`src/rtl/spi_peripheral_if.sv`:
```
// Host-side handshake bundle for spi_peripheral.
// Carries overrun/ovr_clr when SPI_PERIPHERAL_OVERRUN_EN is defined.
interface spi_peripheral_if;
  logic [7:0] txdata;
  logic       txload;
  logic       txfull;
  logic [7:0] rxdata;
  logic       rxvalid;
  logic       rxack;
  logic       busy;
`ifdef SPI_PERIPHERAL_OVERRUN_EN
  logic       overrun;
  logic       ovr_clr;

  modport master (
    output txdata, txload, rxack, ovr_clr,
    input  txfull, rxdata, rxvalid, busy, overrun
  );
  modport slave (
    input  txdata, txload, rxack, ovr_clr,
    output txfull, rxdata, rxvalid, busy, overrun
  );
`else
  modport master (
    output txdata, txload, rxack,
    input  txfull, rxdata, rxvalid, busy
  );
  modport slave (
    input  txdata, txload, rxack,
    output txfull, rxdata, rxvalid, busy
  );
`endif
endinterface

```
`src/rtl/spi_peripheral.sv`:
```
// SPI mode-0 target, 8-bit MSB first, fully oversampled in clk.
// Define SPI_PERIPHERAL_OVERRUN_EN for a sticky receive-overrun flag.
module spi_peripheral #(
  parameter int unsigned SYNC_STAGES = 2,
  parameter logic [7:0]  IDLE_TX     = 8'hFF
) (
  input  logic clk,
  input  logic rst,
  input  logic spi_sck,
  input  logic spi_mosi,
  input  logic spi_ssel_n,
  output logic spi_miso,
  spi_peripheral_if.slave host
);

  typedef enum logic {
    IDLE,
    SEL
  } state_t;

  state_t state;

  logic [SYNC_STAGES-1:0] sck_q;
  logic [SYNC_STAGES-1:0] mosi_q;
  logic [SYNC_STAGES-1:0] ssel_q;
  logic sck_s, mosi_s, ssel_s;
  logic sck_d, ssel_d;
  logic sck_rise, sck_fall;
  logic ssel_asrt, ssel_dsrt;

  logic [2:0] bit_cnt;
  logic [7:0] rx_sh;
  logic [7:0] tx_sh;
  logic [7:0] tx_buf;
  logic [7:0] tx_next;
  logic [7:0] rx_byte;
  logic [7:0] rxdata;
  logic       txfull;
  logic       rxvalid;
  logic       rx_done;
  logic       load_pend;
  logic       tx_take;
  logic       miso;

  assign sck_s  = sck_q[SYNC_STAGES-1];
  assign mosi_s = mosi_q[SYNC_STAGES-1];
  assign ssel_s = ssel_q[SYNC_STAGES-1];

  assign sck_rise  =  sck_s & ~sck_d;
  assign sck_fall  = ~sck_s &  sck_d;
  assign ssel_asrt = ~ssel_s &  ssel_d;
  assign ssel_dsrt =  ssel_s & ~ssel_d;

  assign tx_next = txfull ? tx_buf : IDLE_TX;
  assign rx_byte = {rx_sh[6:0], mosi_s};

  // Shifter reloads at select and on the fall that follows each byte.
  assign tx_take = (state == IDLE && ssel_asrt) ||
                   (state == SEL && !ssel_dsrt &&
                    sck_fall && load_pend);

  always_ff @(posedge clk) begin
    if (rst) begin
      sck_q     <= '0;
      mosi_q    <= '1;
      ssel_q    <= '1;
      sck_d     <= 1'b0;
      ssel_d    <= 1'b1;
      state     <= IDLE;
      bit_cnt   <= 3'd0;
      rx_sh     <= 8'h00;
      tx_sh     <= 8'h00;
      tx_buf    <= 8'h00;
      txfull    <= 1'b0;
      rxdata    <= 8'h00;
      rxvalid   <= 1'b0;
      rx_done   <= 1'b0;
      load_pend <= 1'b0;
      miso      <= 1'b1;
    end else begin
      sck_q  <= {sck_q[SYNC_STAGES-2:0], spi_sck};
      mosi_q <= {mosi_q[SYNC_STAGES-2:0], spi_mosi};
      ssel_q <= {ssel_q[SYNC_STAGES-2:0], spi_ssel_n};
      sck_d  <= sck_s;
      ssel_d <= ssel_s;

      rx_done <= 1'b0;

      if (host.txload) begin
        tx_buf <= host.txdata;
        txfull <= 1'b1;
      end else if (tx_take) begin
        txfull <= 1'b0;
      end

      if (rx_done) begin
        rxvalid <= 1'b1;
      end else if (host.rxack) begin
        rxvalid <= 1'b0;
      end

      unique case (state)
        IDLE: begin
          miso      <= 1'b1;
          bit_cnt   <= 3'd0;
          load_pend <= 1'b0;
          if (ssel_asrt) begin
            state <= SEL;
            tx_sh <= tx_next;
            miso  <= tx_next[7];
          end
        end
        SEL: begin
          if (ssel_dsrt) begin
            state     <= IDLE;
            miso      <= 1'b1;
            bit_cnt   <= 3'd0;
            rx_sh     <= 8'h00;
            load_pend <= 1'b0;
          end else begin
            if (sck_rise) begin
              rx_sh   <= rx_byte;
              bit_cnt <= bit_cnt + 3'd1;
              if (bit_cnt == 3'd7) begin
                rxdata    <= rx_byte;
                rx_done   <= 1'b1;
                load_pend <= 1'b1;
              end
            end
            if (sck_fall) begin
              if (load_pend) begin
                tx_sh     <= tx_next;
                miso      <= tx_next[7];
                load_pend <= 1'b0;
              end else begin
                tx_sh <= {tx_sh[6:0], 1'b0};
                miso  <= tx_sh[6];
              end
            end
          end
        end
        default: state <= IDLE;
      endcase
    end
  end

`ifdef SPI_PERIPHERAL_OVERRUN_EN
  logic ovr;

  always_ff @(posedge clk) begin
    if (rst) begin
      ovr <= 1'b0;
    end else if (rx_done && rxvalid && !host.rxack) begin
      ovr <= 1'b1;
    end else if (host.ovr_clr) begin
      ovr <= 1'b0;
    end
  end

  assign host.overrun = ovr;
`endif

  assign spi_miso     = miso;
  assign host.txfull  = txfull;
  assign host.rxdata  = rxdata;
  assign host.rxvalid = rxvalid;
  assign host.busy    = ~ssel_s;

endmodule

```
`src/flat_wrapper.sv`:
```
// flat-port wrapper written by rule: the top's interface ports become plain ports
module spi_peripheral_flat 
#(
  parameter int unsigned SYNC_STAGES = 2,
  parameter logic [7:0]  IDLE_TX     = 8'hFF
)
  (clk, rst, spi_sck, spi_mosi, spi_ssel_n, spi_miso, host_txdata, host_txload, host_rxack, host_txfull, host_rxdata, host_rxvalid, host_busy);
  spi_peripheral_if host_i ();
  input  logic clk;
  input  logic rst;
  input  logic spi_sck;
  input  logic spi_mosi;
  input  logic spi_ssel_n;
  output logic spi_miso;
  input wire logic [$bits(host_i.txdata)-1:0] host_txdata;
  input wire logic [$bits(host_i.txload)-1:0] host_txload;
  input wire logic [$bits(host_i.rxack)-1:0] host_rxack;
  output wire logic [$bits(host_i.txfull)-1:0] host_txfull;
  output wire logic [$bits(host_i.rxdata)-1:0] host_rxdata;
  output wire logic [$bits(host_i.rxvalid)-1:0] host_rxvalid;
  output wire logic [$bits(host_i.busy)-1:0] host_busy;
  assign host_i.txdata = host_txdata;
  assign host_i.txload = host_txload;
  assign host_i.rxack = host_rxack;
  assign host_txfull = host_i.txfull;
  assign host_rxdata = host_i.rxdata;
  assign host_rxvalid = host_i.rxvalid;
  assign host_busy = host_i.busy;
  spi_peripheral #(.SYNC_STAGES(SYNC_STAGES), .IDLE_TX(IDLE_TX)) u_core (.clk(clk), .rst(rst), .spi_sck(spi_sck), .spi_mosi(spi_mosi), .spi_ssel_n(spi_ssel_n), .spi_miso(spi_miso), .host(host_i));
endmodule
```
`config.mk`:
```
export PLATFORM = sky130hd
export DESIGN_NAME = spi_peripheral_flat
export DESIGN_NICKNAME = d
export VERILOG_FILES = /design/src/rtl/spi_peripheral_if.sv /design/src/rtl/spi_peripheral.sv /design/src/flat_wrapper.sv
export SDC_FILE = /design/constraint.sdc
export NUM_CORES = 1
export LEC_CHECK = 0
export ABC_AREA = 1
export CORE_ASPECT_RATIO = 0.9
export CORE_MARGIN = 5
export CORE_UTILIZATION = 50
export DETAILED_ROUTE_END_ITERATION = 6
export GPL_ROUTABILITY_DRIVEN = 1
export GPL_TIMING_DRIVEN = 0
export HOLD_SLACK_MARGIN = 0.08
export PLACE_DENSITY = 0.73
export SLEW_MARGIN = 40
export SYNTH_ARGS = -nofsm -noshare
export SYNTH_HDL_FRONTEND = slang
export SYNTH_SLANG_ARGS = --single-unit
```
`constraint.sdc`:
```
create_clock -name clk -period 2.5 [get_ports clk]
set_input_delay 0.5 -clock clk [delete_from_list [all_inputs] [get_ports clk]]
set_output_delay 0.5 -clock clk [all_outputs]
set_load 0.005 [all_outputs]
```
==> metrics.csv <==
stage,metric,value,unit
power_and_ir_drop,internal power,0.00113,W
route,Post-Route WL,3610,um
power_and_ir_drop,Sequential Power Share,0.540,
clocking,CTS sink cnt,47,
power_and_ir_drop,VDD IR-drop max,0.000552,V
die,Starting Density,0.514,
timing,relative slew slack,0.708,
cells_and_area,Final Util,0.628,
cells_and_area,share of cells above drive strength 1,0.120,
synth,Post-synth EDFFs,0,
global_routing,pin count of the biggest net entering global routing,16,
clocking,H-tree depth,2,
die,Ports,27,
worst_setup_path,crit path to,host_busy,
worst_setup_path,reg-to-reg endpoint,u_core.host.rxdata[5]$_SDFFE_PP0P_,
cells_and_area,"commonest non-fill, non-tap cell in the layout",nor2_1,
cells_and_area,Antenna diodes,0,
cells_and_area,Layout fillers,327,
die,die area,5110,um^2
clocking,CTS tree,done,
timing,Finish-stage setup viols,0,
worst_setup_path,FF-to-FF Start,u_core.bit_cnt[0]$_SDFFE_PP0P_,
synth,Synth area leader,dfxtp_1,
global_routing,vias in the first global route,1446,
worst_setup_path,worst-path fanout max,3,
synth,"Seq/Total Area, Yosys",0.498,
global_routing,initial antenna violation count,0,
clocking,CTS max path bufs,2,
placed_design,routability cong.,0.764,
global_routing,first-pass GRT wire length,6270,um
power_and_ir_drop,switching power,0.000330,W
timing,minimum clock period,1.81,ns
cells_and_area,area delta synth->final,22.3,%
clocking,Post-CTS Hold Fix Bufs,0,
timing,Final TNS setup,0,ns
route,Post-DRT Antenna Nets,0,
power_and_ir_drop,Clock power frac,0.375,
synth,Gate Count Post-Synth,242,
die,CORE AREA,3680,um^2
die,Die Y,68.3,um
run,max_cap viols,0,
clocking,"Clk Latency, worst-skew pair",0.30,ns
synth,Synth top area share,0.498,
die,die width,74.8,um
worst_hold_path,HP Class,reg2reg,
placed_design,DP HPWL,2600,um
worst_setup_path,critical path capture point type,output port,
worst_setup_path,CP Data Required Time,2.00,ns
worst_setup_path,crit-path cells,inv_1 > clkdlybuf4s50_1,
clocking,CTS resizes,0,
die,Core Rows,21,
global_routing,gr ovfl total,0,
worst_setup_path,Reg2Reg Setup Slack,1.13,ns
timing,period utilisation layout,0.723,
timing,Max Slew Vio Count,0,
route,Post-route DRC,0,
synth,Synth cell types,26,
clocking,Post-CTS Setup Inserts,0,
cells_and_area,layout net count,291,
worst_setup_path,CP Launch Type,register,
synth,ys flop type,dfxtp_1,
timing,fmax,0.553,GHz
timing,skew final,0.00488,ns
timing,RSZ-0062 raised after global routing,no,
timing,Worst Tran Pin Value,0.438,ns
worst_setup_path,critical path class,reg2out,
clocking,Inserted Clock Buffers,5,
status,outcome,completed,
route,detailed router's first-iteration violation count,66,
power_and_ir_drop,PD cells,631,nW/um^2
power_and_ir_drop,power after layout,0.00146,W
synth,syn_area_per_cell,7.81,um^2
global_routing,GRT Total Usage,0.164,
worst_setup_path,CP max-delay cell,clkdlybuf4s50_1,
route,first drt pass iteration count,4,
synth,Yosys reg bits,47,
worst_setup_path,CP arrival,1.31,ns
cells_and_area,most frequent cells in the layout,"nor2_1, dfxtp_1, nand2_1",
clocking,clock transition at the registers of the reported paths,0.08,ns
route,DR vias/cell,4.86,
route,Vias,1559,
placed_design,port buffer count,25,
power_and_ir_drop,Net Sw Frac,0.227,
timing,Hold Fails Final Rpt,0,
synth,Area contributors post-synth,"dfxtp_1, nor2_1, nand2_1, o21ai_0, a21oi_1",
clocking,Root Driver,clkbuf_8,
worst_hold_path,hold path depth,2,
synth,synth warn,0,
synth,Async SR Flop Fraction,0,
power_and_ir_drop,Leak Pwr,0.987,nW
synth,Mapped Nets,259,
power_and_ir_drop,combinational power share,0.085,
synth,Syn Std Cell Area,1890,um^2
worst_setup_path,critical path startpoint,u_core.ssel_q[1]$_SDFF_PP1_,
worst_setup_path,reg2reg path depth,7,
worst_setup_path,CP peak stage delay,0.52,ns
route,DR WL/cell,11.2,um
==> worst max-delay path: cells and delay by family, from the launching register on <==
| kind | cells | cell delay [ns] |
|---|---|---|
| buf+inv | 2 | 0.65 |
| flops | 1 | 0.36 |
==> worst min path at each step <==
stage | from | end
floorplan | u_core.sck_q[0]$_SDFF_PP0_ | u_core.sck_q[1]$_SDFF_PP0_
global placement | u_core.sck_q[0]$_SDFF_PP0_ | u_core.sck_q[1]$_SDFF_PP0_
detailed placement | u_core.sck_q[0]$_SDFF_PP0_ | u_core.sck_q[1]$_SDFF_PP0_
CTS | u_core.sck_q[0]$_SDFF_PP0_ | u_core.sck_q[1]$_SDFF_PP0_
global route | u_core.sck_q[0]$_SDFF_PP0_ | u_core.sck_q[1]$_SDFF_PP0_
finish | u_core.sck_q[0]$_SDFF_PP0_ | u_core.sck_q[1]$_SDFF_PP0_
==> synthesized netlist by cell type (3+ instances only) <==
cell type	number
o21ai_0	17
nand2_2	3
nand2_1	45
dfxtp_1	47
a21oi_1	16
inv_2	3
nand3_1	7
nand2_4	3
o21ai_1	8
nor2_1	50
inv_1	19
or2_2	4
clkbuf_1	3
==> area by class of cell <==
| cell class | instances | area [um^2] | area share |
|---|---|---|---|
| plain buffers | 6 | 32.5 | 0.0141 |
| clock buffers | 5 | 68.8 | 0.0298 |
| clock inverters | 3 | 43.8 | 0.0190 |
| inverters | 23 | 86.3 | 0.0374 |
| multi-input cells | 166 | 830 | 0.359 |
| flip-flops and latches | 47 | 941 | 0.407 |
| well taps | 46 | 57.6 | 0.0249 |
| repair buffers | 25 | 250 | 0.108 |
==> per-stage QoR <==
| step | hold WS (ns) | worst slack (ns) | std cells | area [um^2] |
|---|---|---|---|---|
| floorplan | 0.388 | 1.29 | 242 | 1890 |
| global placement | 0.390 | 0.733 | 313 | 2200 |
| detailed placement | 0.394 | 0.706 | 313 | 2200 |
| CTS | 0.406 | 0.680 | 321 | 2310 |
| global route | 0.416 | 0.642 | 321 | 2310 |
| finish | 0.404 | 0.692 | 321 | 2310 |
==> sequential cells by signal, summed over array words and instances (netlist names) <==
register / cells
u_core.ssel_q: 2
u_core.host.txfull: 1
u_core.rx_sh: 7
u_core.load_pend: 1
u_core.ssel_d: 1
u_core.spi_miso: 1
u_core.tx_buf: 8
u_core.bit_cnt: 3
u_core.host.rxvalid: 1
u_core.host.rxdata: 8
u_core.tx_sh: 7
u_core.sck_d: 1
u_core.rx_done: 1
u_core.state: 1
u_core.mosi_q: 2
u_core.sck_q: 2
==> power by group through the flow <==
| stage | sequential, W | combinational, W | clock (W) |
|---|---|---|---|
| floorplan | 0.000800 | 0.0000805 | 0 |
| global placement | 0.000803 | 0.000122 | 0 |
| detailed placement | 0.000804 | 0.000125 | 0 |
| CTS | 0.000786 | 0.000126 | 0.000559 |
| global route | 0.000789 | 0.000143 | 0.000605 |
| finish | 0.000786 | 0.000124 | 0.000547 |
==> routing by layer <==
| layer | vias to the layer above | track usage | part of all wire |
|---|---|---|---|
| li1 | 826 | - | - |
| met1 | 698 | 0.192 | 0.46 |
| met2 | 30 | 0.275 | 0.48 |
| met3 | 5 | 0.0646 | 0.049 |
| met4 | 0 | 0.0533 | 0.012 |
| met5 | - | 0 | 0 |
==> logic make-up (layout without fill, tap and decap cells) <==
| group | count (synthesis) | after routing | synth area share |
|---|---|---|---|
| simple gates | 118 | 118 | 0.291 |
| compound gates | 46 | 46 | 0.135 |
| buf+inv | 29 | 62 | 0.0629 |
| fa+ha+maj | 2 | 2 | 0.0132 |
| flops | 47 | 47 | 0.498 |
No activity file was read; power rests on OpenSTA's default activity.
==> RTL edit 1 (config.mk and constraints unchanged) <==
`IDLE_TX` is set to 8'hFF in 2 places; all go to 8'h80.
--- a/src/rtl/spi_peripheral.sv
+++ b/src/rtl/spi_peripheral.sv
@@ -4,3 +4,3 @@
   parameter int unsigned SYNC_STAGES = 2,
-  parameter logic [7:0]  IDLE_TX     = 8'hFF
+  parameter logic [7:0]  IDLE_TX     = 8'h80
 ) (
--- a/src/flat_wrapper.sv
+++ b/src/flat_wrapper.sv
@@ -4,3 +4,3 @@
   parameter int unsigned SYNC_STAGES = 2,
-  parameter logic [7:0]  IDLE_TX     = 8'hFF
+  parameter logic [7:0]  IDLE_TX     = 8'h80
 )
Behaviour: not the same (Yosys sat finds a counterexample within 10 cycles, from zero or initial values and one cycle with rst high).
==> RTL edit 1 against the unedited design <==
Cell area fell by 1.4%; worst setup slack improved by 39 ps; routed wire length rose by 0.86%; sequential cell count did not move; sequential share of layout area rose by 0.58 points; synthesized area fell by 0.60%; die area fell by 0.52%; total power fell by 5.5%.
==> RTL edit 1: results (changes against the unedited design) <==
GPL Wtd Cong=0.786 (+3.0%); Critical Path AT=1270 ps (-40 ps); via count=1582 (+1.5%); post-DR wirelength/cell=11.0 um (-2.5%); HPWL after DPL=2630 um (+0.78%); most frequent cells after synthesis=57 x nand2_1, 51 x nor2_1, 47 x dfxtp_1, 25 x inv_1, 18 x a21oi_1; peak supply drop=0.422 mV (-23%); first-pass GRT wire length=6180 um (-1.3%); met3 WL=128 um (-28%); Logic pwr share=8.9% (+0.4 points); Post-Synth Adder-Cell Area=1.33% (+0.0079 points); Yosys cell types=23 (-12%); M1 WL=1900 um (+14%); vias in the first global route=1407 (-2.7%); reg2reg end=u_core.host.rxdata[3]; layout cells sized above 1=10.1% (-1.9 points); Total Wirelength=3640 um (+0.86%); complex-gate fraction of the synthesized area=11.6% (-1.9 points); dominant cells by area after synthesis=dfxtp_1 50%, nand2_1 11%, nor2_1 10%; worst-margin pin slew=496 ps (+57.4 ps); post-synthesis sequential area ratio=50.1% (+0.30 points); status=completed; # fillers=350 (+7.0%); grt met3 use=3.96% (-2.5 points); Mapped Avg Cell Area=7.39 sq um (-5.3%); placed cells=325 (+3.8%); Psw=0.000326 W (-1.2%); largest net degree at the start of global routing=15 (-1); Final nets=303 (+4.1%)
RTL edit 1: changes by cell type after synthesis, moves of 2 or more:
| cell | delta |
|---|---|
| o21ai_0 | -3 |
| nand2_1 | +12 |
| o21ai_1 | -5 |
| inv_1 | +6 |
| nor2_8 | -2 |
| nor2_4 | +2 |
| o21ai_2 | +2 |
| a21oi_1 | +2 |
| nand2_4 | -2 |
| clkbuf_1 | +2 |
RTL edit 1: cell type report:
type / instances / share of cell area (%)
Sequential cell: 47 / 41.3
Multi-Input combinational cell: 171 / 34.8
Timing Repair Buffer: 25 / 11.0
Inverter: 29 / 4.78
Clock buffer: 6 / 3.63
Tap cell: 46 / 2.53
Buffer: 7 / 1.54
Clock inverter: 1 / 0.385
RTL edit 1: metrics by stage:
stage	power (W)	cell area [sq um]	setup WS [ps]
floorplan	0.000880	1880	1300
global placement	0.000925	2190	740
detailed placement	0.000928	2190	762
CTS	0.00139	2280	711
global route	0.00145	2280	663
finish	0.00138	2280	730
==> RTL edit 2 (same settings) <==
Made on the original files. `SYNC_STAGES` is set to 2 in 2 places; all go to 4.
--- a/src/rtl/spi_peripheral.sv
+++ b/src/rtl/spi_peripheral.sv
@@ -3,3 +3,3 @@
 module spi_peripheral #(
-  parameter int unsigned SYNC_STAGES = 2,
+  parameter int unsigned SYNC_STAGES = 4,
   parameter logic [7:0]  IDLE_TX     = 8'hFF
--- a/src/flat_wrapper.sv
+++ b/src/flat_wrapper.sv
@@ -3,3 +3,3 @@
 #(
-  parameter int unsigned SYNC_STAGES = 2,
+  parameter int unsigned SYNC_STAGES = 4,
   parameter logic [7:0]  IDLE_TX     = 8'hFF
Formal check against the unedited RTL: not equivalent (a bounded check fails within 4 cycles, from zero or initial values and one cycle with rst high).
==> RTL edit 2 against the unedited design <==
Global-route usage increased by 0.094 points; sequential cell count rose by 6; routed wire length rose by 9.1%; via count rose by 6.1%; worst setup slack got worse by 0.69 ps; total power down 1.5%; cell area rose by 4.4%; synthesized area rose by 6.4%; largest power group unchanged; highest routed layer unchanged.
==> RTL edit 2: results (changes against the unedited design) <==
Leak Pwr=0.983 nW (-0.43%); buffer share of cell area=11.8% (-0.47 points); dominant cells by area after synthesis=dfxtp_1 53%, nor2_1 10%, nand2_1 8.0%; Cell Area, Placed=0.00233 sq mm (+5.9%); Multi-input comb cells=172 (+3.6%); Worst setup startpoint=u_core.ssel_q[3]; first-pass GRT wire length=7180 um (+15%); vias in the first global route=1621 (+12%); first-pass detailed-route iteration total=5 (+1); warnings from Yosys=0 (unchanged); grt met1 use=22.1% (+2.9 points); Cell Int Power=0.00110 W (-2.2%); DP Worst Slack=649 ps (-57.4 ps); status=completed; Mapped Avg Cell Area=7.79 sq um (-0.24%); clock skew=3.99 ps (-0.887 ps); reg-to-reg setup timing slack=1050 ps (-80 ps); met3 WL=113 um (-36%); GR Layer Usage met2=25.4% (-2.2 points); placed cells=330 (+5.4%); most frequent cells after synthesis=54 x nor2_1, 53 x dfxtp_1, 43 x nand2_1, 26 x o21ai_0, 24 x inv_1; peak supply drop=0.432 mV (-22%); grt met3 use=3.47% (-3.0 points); die area=0.00539 sq mm (+5.5%); M1 WL=1990 um (+19%); # fillers=344 (+5.2%); port bufs=26 (+4.0%); post-synthesis sequential area ratio=52.8% (+3.0 points); hold path depth=2 (unchanged); Total Wirelength=3940 um (+9.1%); DRT iter0 DRCs=106 (+61%); Clock buf/inv share=3.53% (-1.3 points); layout cells sized above 1=9.62% (-2.4 points); met2 routed WL=1750 um (+2.2%); largest net degree at the start of global routing=17 (+1); GRT Overall Usage=16.5% (+0.094 points); Logic inverters=27 (+17%); largest stage delay on the critical path=520 ps (about the same); Yosys cell types=22 (-15%); synthesis-to-finish area growth=20.0%; flip-flop and latch area=0.00106 sq mm (+13%); via count=1654 (+6.1%); GPL Wtd Cong=0.783 (+2.5%); Slew HR=67.1% (-3.7 points); Buffers excl. clock=32 (+3.2%); worst hold slack=410 ps (+6.14 ps)
## RTL edit 2: cell types whose count changed in the layout (fill, tap and decap cells not counted), sizes merged
| cell | delta |
|---|---|
| buf | -3 |
| clkinvlp | +1 |
| bufinv | -1 |
| inv | +4 |
| nor2 | +4 |
| o21ai | +1 |
| dfxtp | +6 |
| clkbuf | +3 |
| clkinv | -1 |
| nand2 | -3 |
| or2 | +4 |
| clkdlybuf4s50 | +1 |
## RTL edit 2: power groups by stage
stage	clock network (W)	logic [W]	registers, W
final	0.000467	0.0000938	0.000873
after global routing	0.000516	0.000110	0.000876
after CTS	0.000483	0.0000943	0.000873
after detailed placement	0	0.0000935	0.000893
after global placement	0	0.0000922	0.000893
after floorplan	0	0.0000530	0.000890
## RTL edit 2: kinds of logic (layout without fill, tap and decap cells)
group	count (synthesis)	in the layout	synth area share, %
compound gates	47	47	12.0
fa+ha+maj	2	2	1.25
flops	53	53	52.8
simple gates	123	123	27.7
buf+inv	33	66	6.23
